==> src/rtl/parking_slot_ctrl_if.sv <==
// Bus between the parking gate controller and its entry/exit/display clients.
// master: gate side that raises requests; slave: the slot controller.
interface parking_slot_ctrl_if #(
    parameter int unsigned NSLOTS = 8
);
    logic              entry_req;
    logic              exit_req;
    logic [3:0]        exit_slot;
    logic              grant_valid;
    logic [3:0]        grant_slot;
    logic              exit_ack;
    logic              exit_err;
    logic              full;
    logic [NSLOTS-1:0] occupied;
    logic [3:0]        free_count;
    logic [3:0]        disp_code;

    modport master (
        output entry_req, exit_req, exit_slot,
        input  grant_valid, grant_slot, exit_ack, exit_err,
        input  full, occupied, free_count, disp_code
    );

    modport slave (
        input  entry_req, exit_req, exit_slot,
        output grant_valid, grant_slot, exit_ack, exit_err,
        output full, occupied, free_count, disp_code
    );
endinterface

==> src/rtl/parking_slot_ctrl.sv <==
// Parking slot occupancy controller: grants the lowest free slot on entry,
// releases a named slot on exit, and drives the slot-indicator code.
// Optional feature macro PARK_SCAN_EN: disp_code cycles through occupied
// slots every SCAN_DIV clocks while the lot is not full.
module parking_slot_ctrl #(
    parameter int unsigned NSLOTS   = 8,
    parameter int unsigned SCAN_DIV = 1000
) (
    input  logic clk,
    input  logic rst,
    parking_slot_ctrl_if.slave bus
);
    typedef enum logic [1:0] {IDLE, SEARCH, GRANT, RELEASE} state_t;

    localparam logic [3:0] FULL_CODE = 4'b1100;

    if (NSLOTS < 1 || NSLOTS > 8 || SCAN_DIV < 2) begin : g_param_check
        $error("parking_slot_ctrl: NSLOTS must be 1..8 and SCAN_DIV >= 2");
    end

    state_t            state, state_nxt;
    logic [NSLOTS-1:0] occupied, occupied_nxt;
    logic [3:0]        free_count, free_count_nxt;
    logic [3:0]        grant_slot, grant_slot_nxt;
    logic [3:0]        disp_code, disp_code_nxt;
    logic              grant_valid, grant_valid_nxt;
    logic              exit_ack, exit_ack_nxt;
    logic              exit_err, exit_err_nxt;
    logic              full, full_nxt;
    // Block flags: set after a grant/ack/err, cleared once the request drops.
    logic              entry_block, entry_block_nxt;
    logic              exit_block, exit_block_nxt;
    logic [3:0]        free_slot;
    logic              free_found;
    logic              slot_taken;

`ifdef PARK_SCAN_EN
    localparam int unsigned CW = $clog2(SCAN_DIV);

    logic [CW-1:0] scan_cnt;
    logic [3:0]    scan_ptr, scan_ptr_nxt;
    logic          scan_found;

    // Free-running scan divider and pointer; grants/releases never restart it.
    always_ff @(posedge clk) begin
        if (rst) begin
            scan_cnt <= '0;
            scan_ptr <= '0;
        end else begin
            scan_cnt <= (scan_cnt == CW'(SCAN_DIV - 1)) ? '0 : scan_cnt + 1'b1;
            scan_ptr <= scan_ptr_nxt;
        end
    end

    // On each divider tick, advance to the next occupied slot (ascending, wrapping).
    always_comb begin
        scan_ptr_nxt = scan_ptr;
        scan_found   = 1'b0;
        if (scan_cnt == CW'(SCAN_DIV - 1)) begin
            for (int unsigned k = 1; k <= NSLOTS; k++) begin
                for (int unsigned j = 0; j < NSLOTS; j++) begin
                    if (!scan_found && occupied[j] && ((32'(scan_ptr) + k) % NSLOTS) == j) begin
                        scan_found   = 1'b1;
                        scan_ptr_nxt = 4'(j);
                    end
                end
            end
        end
    end
`endif

    // State and registered outputs.
    always_ff @(posedge clk) begin
        if (rst) begin
            state       <= IDLE;
            occupied    <= '0;
            free_count  <= 4'(NSLOTS);
            grant_slot  <= '0;
            disp_code   <= '0;
            grant_valid <= 1'b0;
            exit_ack    <= 1'b0;
            exit_err    <= 1'b0;
            full        <= 1'b0;
            entry_block <= 1'b0;
            exit_block  <= 1'b0;
        end else begin
            state       <= state_nxt;
            occupied    <= occupied_nxt;
            free_count  <= free_count_nxt;
            grant_slot  <= grant_slot_nxt;
            disp_code   <= disp_code_nxt;
            grant_valid <= grant_valid_nxt;
            exit_ack    <= exit_ack_nxt;
            exit_err    <= exit_err_nxt;
            full        <= full_nxt;
            entry_block <= entry_block_nxt;
            exit_block  <= exit_block_nxt;
        end
    end

    // Next-state, occupancy update and output pulses.
    always_comb begin
        state_nxt       = state;
        occupied_nxt    = occupied;
        free_count_nxt  = free_count;
        grant_slot_nxt  = grant_slot;
        grant_valid_nxt = 1'b0;
        exit_ack_nxt    = 1'b0;
        exit_err_nxt    = 1'b0;
        entry_block_nxt = entry_block;
        exit_block_nxt  = exit_block;
        free_slot       = '0;
        free_found      = 1'b0;
        slot_taken      = 1'b0;

        if (!bus.entry_req) entry_block_nxt = 1'b0;
        if (!bus.exit_req)  exit_block_nxt  = 1'b0;

        case (state)
            IDLE: begin
                if (bus.exit_req && !exit_block)
                    state_nxt = RELEASE;
                else if (bus.entry_req && !entry_block && !full)
                    state_nxt = SEARCH;
            end
            SEARCH: begin
                for (int unsigned i = 0; i < NSLOTS; i++) begin
                    if (!free_found && !occupied[i]) begin
                        free_found = 1'b1;
                        free_slot  = 4'(i);
                    end
                end
                grant_slot_nxt = free_slot;
                state_nxt      = GRANT;
            end
            GRANT: begin
                for (int unsigned i = 0; i < NSLOTS; i++) begin
                    if (grant_slot == 4'(i)) occupied_nxt[i] = 1'b1;
                end
                if (free_count != 4'd0) free_count_nxt = free_count - 4'd1;
                grant_valid_nxt = 1'b1;
                entry_block_nxt = 1'b1;
                state_nxt       = IDLE;
            end
            RELEASE: begin
                for (int unsigned i = 0; i < NSLOTS; i++) begin
                    if (bus.exit_slot == 4'(i) && occupied[i]) slot_taken = 1'b1;
                end
                if (slot_taken) begin
                    for (int unsigned i = 0; i < NSLOTS; i++) begin
                        if (bus.exit_slot == 4'(i)) occupied_nxt[i] = 1'b0;
                    end
                    free_count_nxt = free_count + 4'd1;
                    exit_ack_nxt   = 1'b1;
                end else begin
                    exit_err_nxt = 1'b1;
                end
                exit_block_nxt = 1'b1;
                state_nxt      = IDLE;
            end
            default: state_nxt = IDLE;
        endcase

        full_nxt = (free_count_nxt == 4'd0);

`ifdef PARK_SCAN_EN
        if (full_nxt)
            disp_code_nxt = FULL_CODE;
        else if (occupied_nxt == '0)
            disp_code_nxt = '0;
        else
            disp_code_nxt = scan_ptr_nxt;
`else
        // Leaving the full state restores the last granted slot, which is still held in grant_slot.
        disp_code_nxt = disp_code;
        if (full_nxt)
            disp_code_nxt = FULL_CODE;
        else if (state == GRANT || full)
            disp_code_nxt = grant_slot;
`endif
    end

    assign bus.grant_valid = grant_valid;
    assign bus.grant_slot  = grant_slot;
    assign bus.exit_ack    = exit_ack;
    assign bus.exit_err    = exit_err;
    assign bus.full        = full;
    assign bus.occupied    = occupied;
    assign bus.free_count  = free_count;
    assign bus.disp_code   = disp_code;
endmodule
==> src/flat_wrapper.sv <==
// flat-port wrapper written by rule: the top's interface ports become plain ports
module parking_slot_ctrl_flat 
#(
    parameter int unsigned NSLOTS   = 8,
    parameter int unsigned SCAN_DIV = 1000
)
  (clk, rst, bus_entry_req, bus_exit_req, bus_exit_slot, bus_grant_valid, bus_grant_slot, bus_exit_ack, bus_exit_err, bus_full, bus_occupied, bus_free_count, bus_disp_code);
  parking_slot_ctrl_if #(.NSLOTS(NSLOTS)) bus_i ();
  input  logic clk;
  input  logic rst;
  input wire logic [$bits(bus_i.entry_req)-1:0] bus_entry_req;
  input wire logic [$bits(bus_i.exit_req)-1:0] bus_exit_req;
  input wire logic [$bits(bus_i.exit_slot)-1:0] bus_exit_slot;
  output wire logic [$bits(bus_i.grant_valid)-1:0] bus_grant_valid;
  output wire logic [$bits(bus_i.grant_slot)-1:0] bus_grant_slot;
  output wire logic [$bits(bus_i.exit_ack)-1:0] bus_exit_ack;
  output wire logic [$bits(bus_i.exit_err)-1:0] bus_exit_err;
  output wire logic [$bits(bus_i.full)-1:0] bus_full;
  output wire logic [$bits(bus_i.occupied)-1:0] bus_occupied;
  output wire logic [$bits(bus_i.free_count)-1:0] bus_free_count;
  output wire logic [$bits(bus_i.disp_code)-1:0] bus_disp_code;
  assign bus_i.entry_req = bus_entry_req;
  assign bus_i.exit_req = bus_exit_req;
  assign bus_i.exit_slot = bus_exit_slot;
  assign bus_grant_valid = bus_i.grant_valid;
  assign bus_grant_slot = bus_i.grant_slot;
  assign bus_exit_ack = bus_i.exit_ack;
  assign bus_exit_err = bus_i.exit_err;
  assign bus_full = bus_i.full;
  assign bus_occupied = bus_i.occupied;
  assign bus_free_count = bus_i.free_count;
  assign bus_disp_code = bus_i.disp_code;
  parking_slot_ctrl #(.NSLOTS(NSLOTS), .SCAN_DIV(SCAN_DIV)) u_core (.clk(clk), .rst(rst), .bus(bus_i));
endmodule
==> config.mk <==
export PLATFORM = sky130hd
export DESIGN_NAME = parking_slot_ctrl_flat
export DESIGN_NICKNAME = d
export VERILOG_FILES = /design/src/rtl/parking_slot_ctrl_if.sv /design/src/rtl/parking_slot_ctrl.sv /design/src/flat_wrapper.sv
export SDC_FILE = /design/constraint.sdc
export NUM_CORES = 1
export LEC_CHECK = 0
export CORE_ASPECT_RATIO = 0.7
export CORE_MARGIN = 2
export CORE_UTILIZATION = 54
export CTS_CLUSTER_DIAMETER = 80
export DETAILED_ROUTE_END_ITERATION = 10
export PLACE_DENSITY = 0.86
export SKIP_CTS_REPAIR_TIMING = 1
export SYNTH_ARGS = -nofsm -noshare
export SYNTH_HDL_FRONTEND = slang
export SYNTH_SLANG_ARGS = --single-unit
==> constraint.sdc <==
create_clock -name clk -period 6.4 [get_ports clk]
set_input_delay 1.28 -clock clk [delete_from_list [all_inputs] [get_ports clk]]
set_output_delay 1.28 -clock clk [all_outputs]
set_load 0.1 [all_outputs]
==> results.cfg <==
[critical_path]
start_kind = primary input
critPathCaptureType = register
path_depth_of_the_worst_reg2reg_path = 8
reg2reg_to = u_core.bus.disp_code[0]
reg2reg_from = u_core.bus.free_count[1]
arrival_ns = 3.53
reg2reg_setup_slack_ns = 4.05
crit_path_cell_trace = clkdlybuf4s50_1 > mux2i_1 > o22ai_4 > o2111a_1 > a311oi_4 > nand3_2 > nor3b_2
path_class = primary input to register
cp.buffers_inverters = 1
cpPeakStageDelay_ns = 0.75
required_ns = 6.54
worst_path_top_cell_family_by_delay = compound AO/OA/AOI/OAI gates
crit_slowest_cell = sky130_fd_sc_hd__clkdlybuf4s50_1
critical_path_peak_fanout = 10
crit_cells = 7

[timing]
setup-tns-final_ns = 0
clock_skew_ns = 0.00297
timing.fmax_ghz = 0.295
setup_viol = 0
timing.final.hold_violations = 0
grt_setup_unrepaired = no
final_max_slew_viol_count = 0
timing.hold.ws_ns = 0.467
worstMarginPinSlew_ns = 0.976
fin_crit_sh_pct = 52.9
maxSlewHeadroom_pct = 34.7
minimum_period_implied_by_the_final_worst_setup_slack_ns = 3.39

[drt]
totalWireLength_mm = 3.67
antenna_violating_nets_post_route = 0
drt_iter0_markers = 77
detail_route.wl_per_cell_um = 15.5
dr_total_vias = 1426
drc = 0
via_per_inst = 6.02
dr.pass1.iters = 6

[floorplanning]
row_count = 16
core_region_area_um2 = 2760
floorplan_die_area_um2 = 3310
die_width_um = 68.0
initial_core_util_pct = 56.0
pin_count = 32
die_height_um = 48.8

[clock_tree]
tritoncts = built
clockRootBuffer = sky130_fd_sc_hd__clkbuf_8
cts_buffers = 3
cts-htree-levels = 1
path_clk_slew_ns = 0.09
clkSinkCount = 27
clkLatencyLatePin_ns = 0.28
cts-root-to-sink-buffers = 2

[layout]
mostFrequentLayoutCells = sky130_fd_sc_hd__clkdlybuf4s50_1, sky130_fd_sc_hd__dfxtp_1, sky130_fd_sc_hd__nand2_1
layout.cells.most_common = sky130_fd_sc_hd__clkdlybuf4s50_1
final_nets = 212
areaGrowthSynthToFinish_pct = 21.6
antenna-diode-count = 0
post_route_cells_drive_above_1_share_pct = 8.46

[synth]
ys_ff_latch = 27
syn_avg_cell_area_um2 = 8.69
post_synth_and_or_nand_nor_area_fraction_pct = 25.2
synth_cell_area_um2 = 1550
synth_edf_count = 0
muxShareOfSynthArea_pct = 5.91
yosysUniqueCellTypes = 51
postSynthCellCount = 178
yosys.area_share.adder_pct = 1.62
synth-xor-area-share_pct = 1.70
largest_family_of_logic_cells_by_synthesized_area = compound AO/OA/AOI/OAI gates
synth_seq_area_share_pct = 35.0
postSynth.asyncResetShare_pct = 0
postSynth.topFlopCell = sky130_fd_sc_hd__dfxtp_1
yosysWarningCount = 0
synth_compound_gate_area_share_pct = 25.3
synth_fp_nets = 188

[place]
buffer_ports.inserted = 30
detailed_place_hpwl_mm = 2.70
routabilityCongestion = 0.937

[worst_hold_path]
worstHoldStart = u_core.bus.disp_code[3]
hold-path-endpoint = u_core.bus.disp_code[3]
worst_hold_class = register to register
worst_hold_path.num_cells = 2

[power_and_ir_drop]
pwr_cell_area_nw_per_um2 = 237
ir_drop_uv = 145
power.leakage_uw = 0.000656

[global_routing]
maximum_number_of_pins_on_one_net_before_global_route_repair = 27
grtUsageTotal_pct = 24.5
grt_pass1_wl_mm = 6.22
antenna_found_initial = 0
gr-total-overflow = 0
number_of_global_route_vias_before_repair = 1308

[job]
drv.max_cap_violation_count = 0

[status]
run_status = finished, final reports clean
-- metrics by stage --
stage,utilization (%),power (uW),area (um2),std cells,setup WS [ns]
after floorplan,-,320,1550,178,3.51
after global placement,66.3,348,1830,233,2.80
after detailed placement,66.3,350,1830,233,2.73
after CTS,68.1,447,1880,237,3.01
after global routing,68.1,468,1880,237,2.89
final,68.1,447,1880,237,3.01
-- layer usage --
layer,vias to the layer above,share of wire [%],track usage (%)
met4,0,1.1,6.67
met1,674,47,36.8
li1,684,-,-
met2,62,44,34.8
met5,-,0,0
met3,6,8.0,5.54
-- state kept, by name (all words and copies together) (netlist names) --
name,cells
u_core.bus.occupied,8
u_core.bus.disp_code,4
u_core.bus.free_count,4
u_core.bus.grant_slot,3
u_core.state,2
u_core.bus.exit_ack,1
u_core.bus.exit_err,1
u_core.bus.full,1
u_core.bus.grant_valid,1
u_core.entry_block,1
u_core.exit_block,1
-- synthesized netlist by cell type, drive strengths merged (2+ instances only) --
library cell | count | area share (%)
ha | 2 | 1.6
or3b | 2 | 1.1
a31oi | 2 | 0.81
nor3b | 2 | 1.3
xnor2 | 3 | 1.7
or2b | 2 | 0.97
o2bb2ai | 2 | 1.1
mux2i | 8 | 5.2
o31ai | 2 | 1.3
nand2b | 4 | 1.6
nor2b | 6 | 2.4
inv | 5 | 1.2
nand3b | 2 | 0.97
and3 | 2 | 0.81
dfxtp | 27 | 35
nor4 | 2 | 0.81
nor2 | 16 | 3.9
nand3 | 5 | 1.9
nand2 | 18 | 4.4
o31a | 3 | 1.7
a311oi | 3 | 3.6
buf | 4 | 2.2
or3 | 2 | 1.5
clkbuf | 7 | 1.7
a21oi | 17 | 5.5
o32ai | 2 | 2.3
nor3 | 5 | 1.6
o21ai | 8 | 2.6
-- where the power goes --
part           internal, uW  switching (uW)
combinational          49.3             102
sequential              177            19.0
clock                  44.3            54.4
-- logic make-up (layout without fill, tap and decap cells) --
kind of cell | Yosys count | count (layout)
other | 1 | 1
AO/OA/AOI/OAI | 48 | 48
buffers and inverters | 16 | 39
XOR/XNOR | 3 | 3
multiplexers | 9 | 9
AND/OR/NAND/NOR | 72 | 72
flip-flops | 27 | 27
adder cells (fa/ha/maj) | 2 | 2
-- final cells by class --
| class | count | area, um2 |
|---|---|---|
| multi-input combinational | 135 | 927 |
| fill | 226 | 882 |
| sequential | 27 | 541 |
| timing repair buffer | 30 | 300 |
| tap | 36 | 45.0 |
| clock buffer | 3 | 41.3 |
| inverter | 5 | 18.8 |
| clock inverter | 1 | 7.51 |
-- worst reg2reg max path, delay by kind of cell, from the launching register on --
| family | cells | cell delay (ns) |
|---|---|---|
| and+or+nand+nor | 3 | 0.74 |
| AOI/OAI and AO/OA | 3 | 0.63 |
| DFF | 1 | 0.42 |
| adders and majority gates | 1 | 0.30 |
| buffers and inverters | 1 | 0.12 |
-- worst max path at each step --
| stage | from | to | slack, ns |
|---|---|---|---|
| after floorplan | bus_exit_slot[1] | u_core.bus.disp_code[0] | 3.51 |
| after global placement | bus_exit_slot[0] | u_core.bus.disp_code[0] | 2.80 |
| after detailed placement | bus_exit_slot[0] | u_core.bus.disp_code[0] | 2.73 |
| after CTS | bus_exit_slot[0] | u_core.bus.disp_code[0] | 3.01 |
| after global routing | bus_exit_slot[0] | u_core.bus.disp_code[0] | 2.89 |
| final | bus_exit_slot[0] | u_core.bus.disp_code[0] | 3.01 |
No activity file was read; power rests on OpenSTA's default activity.
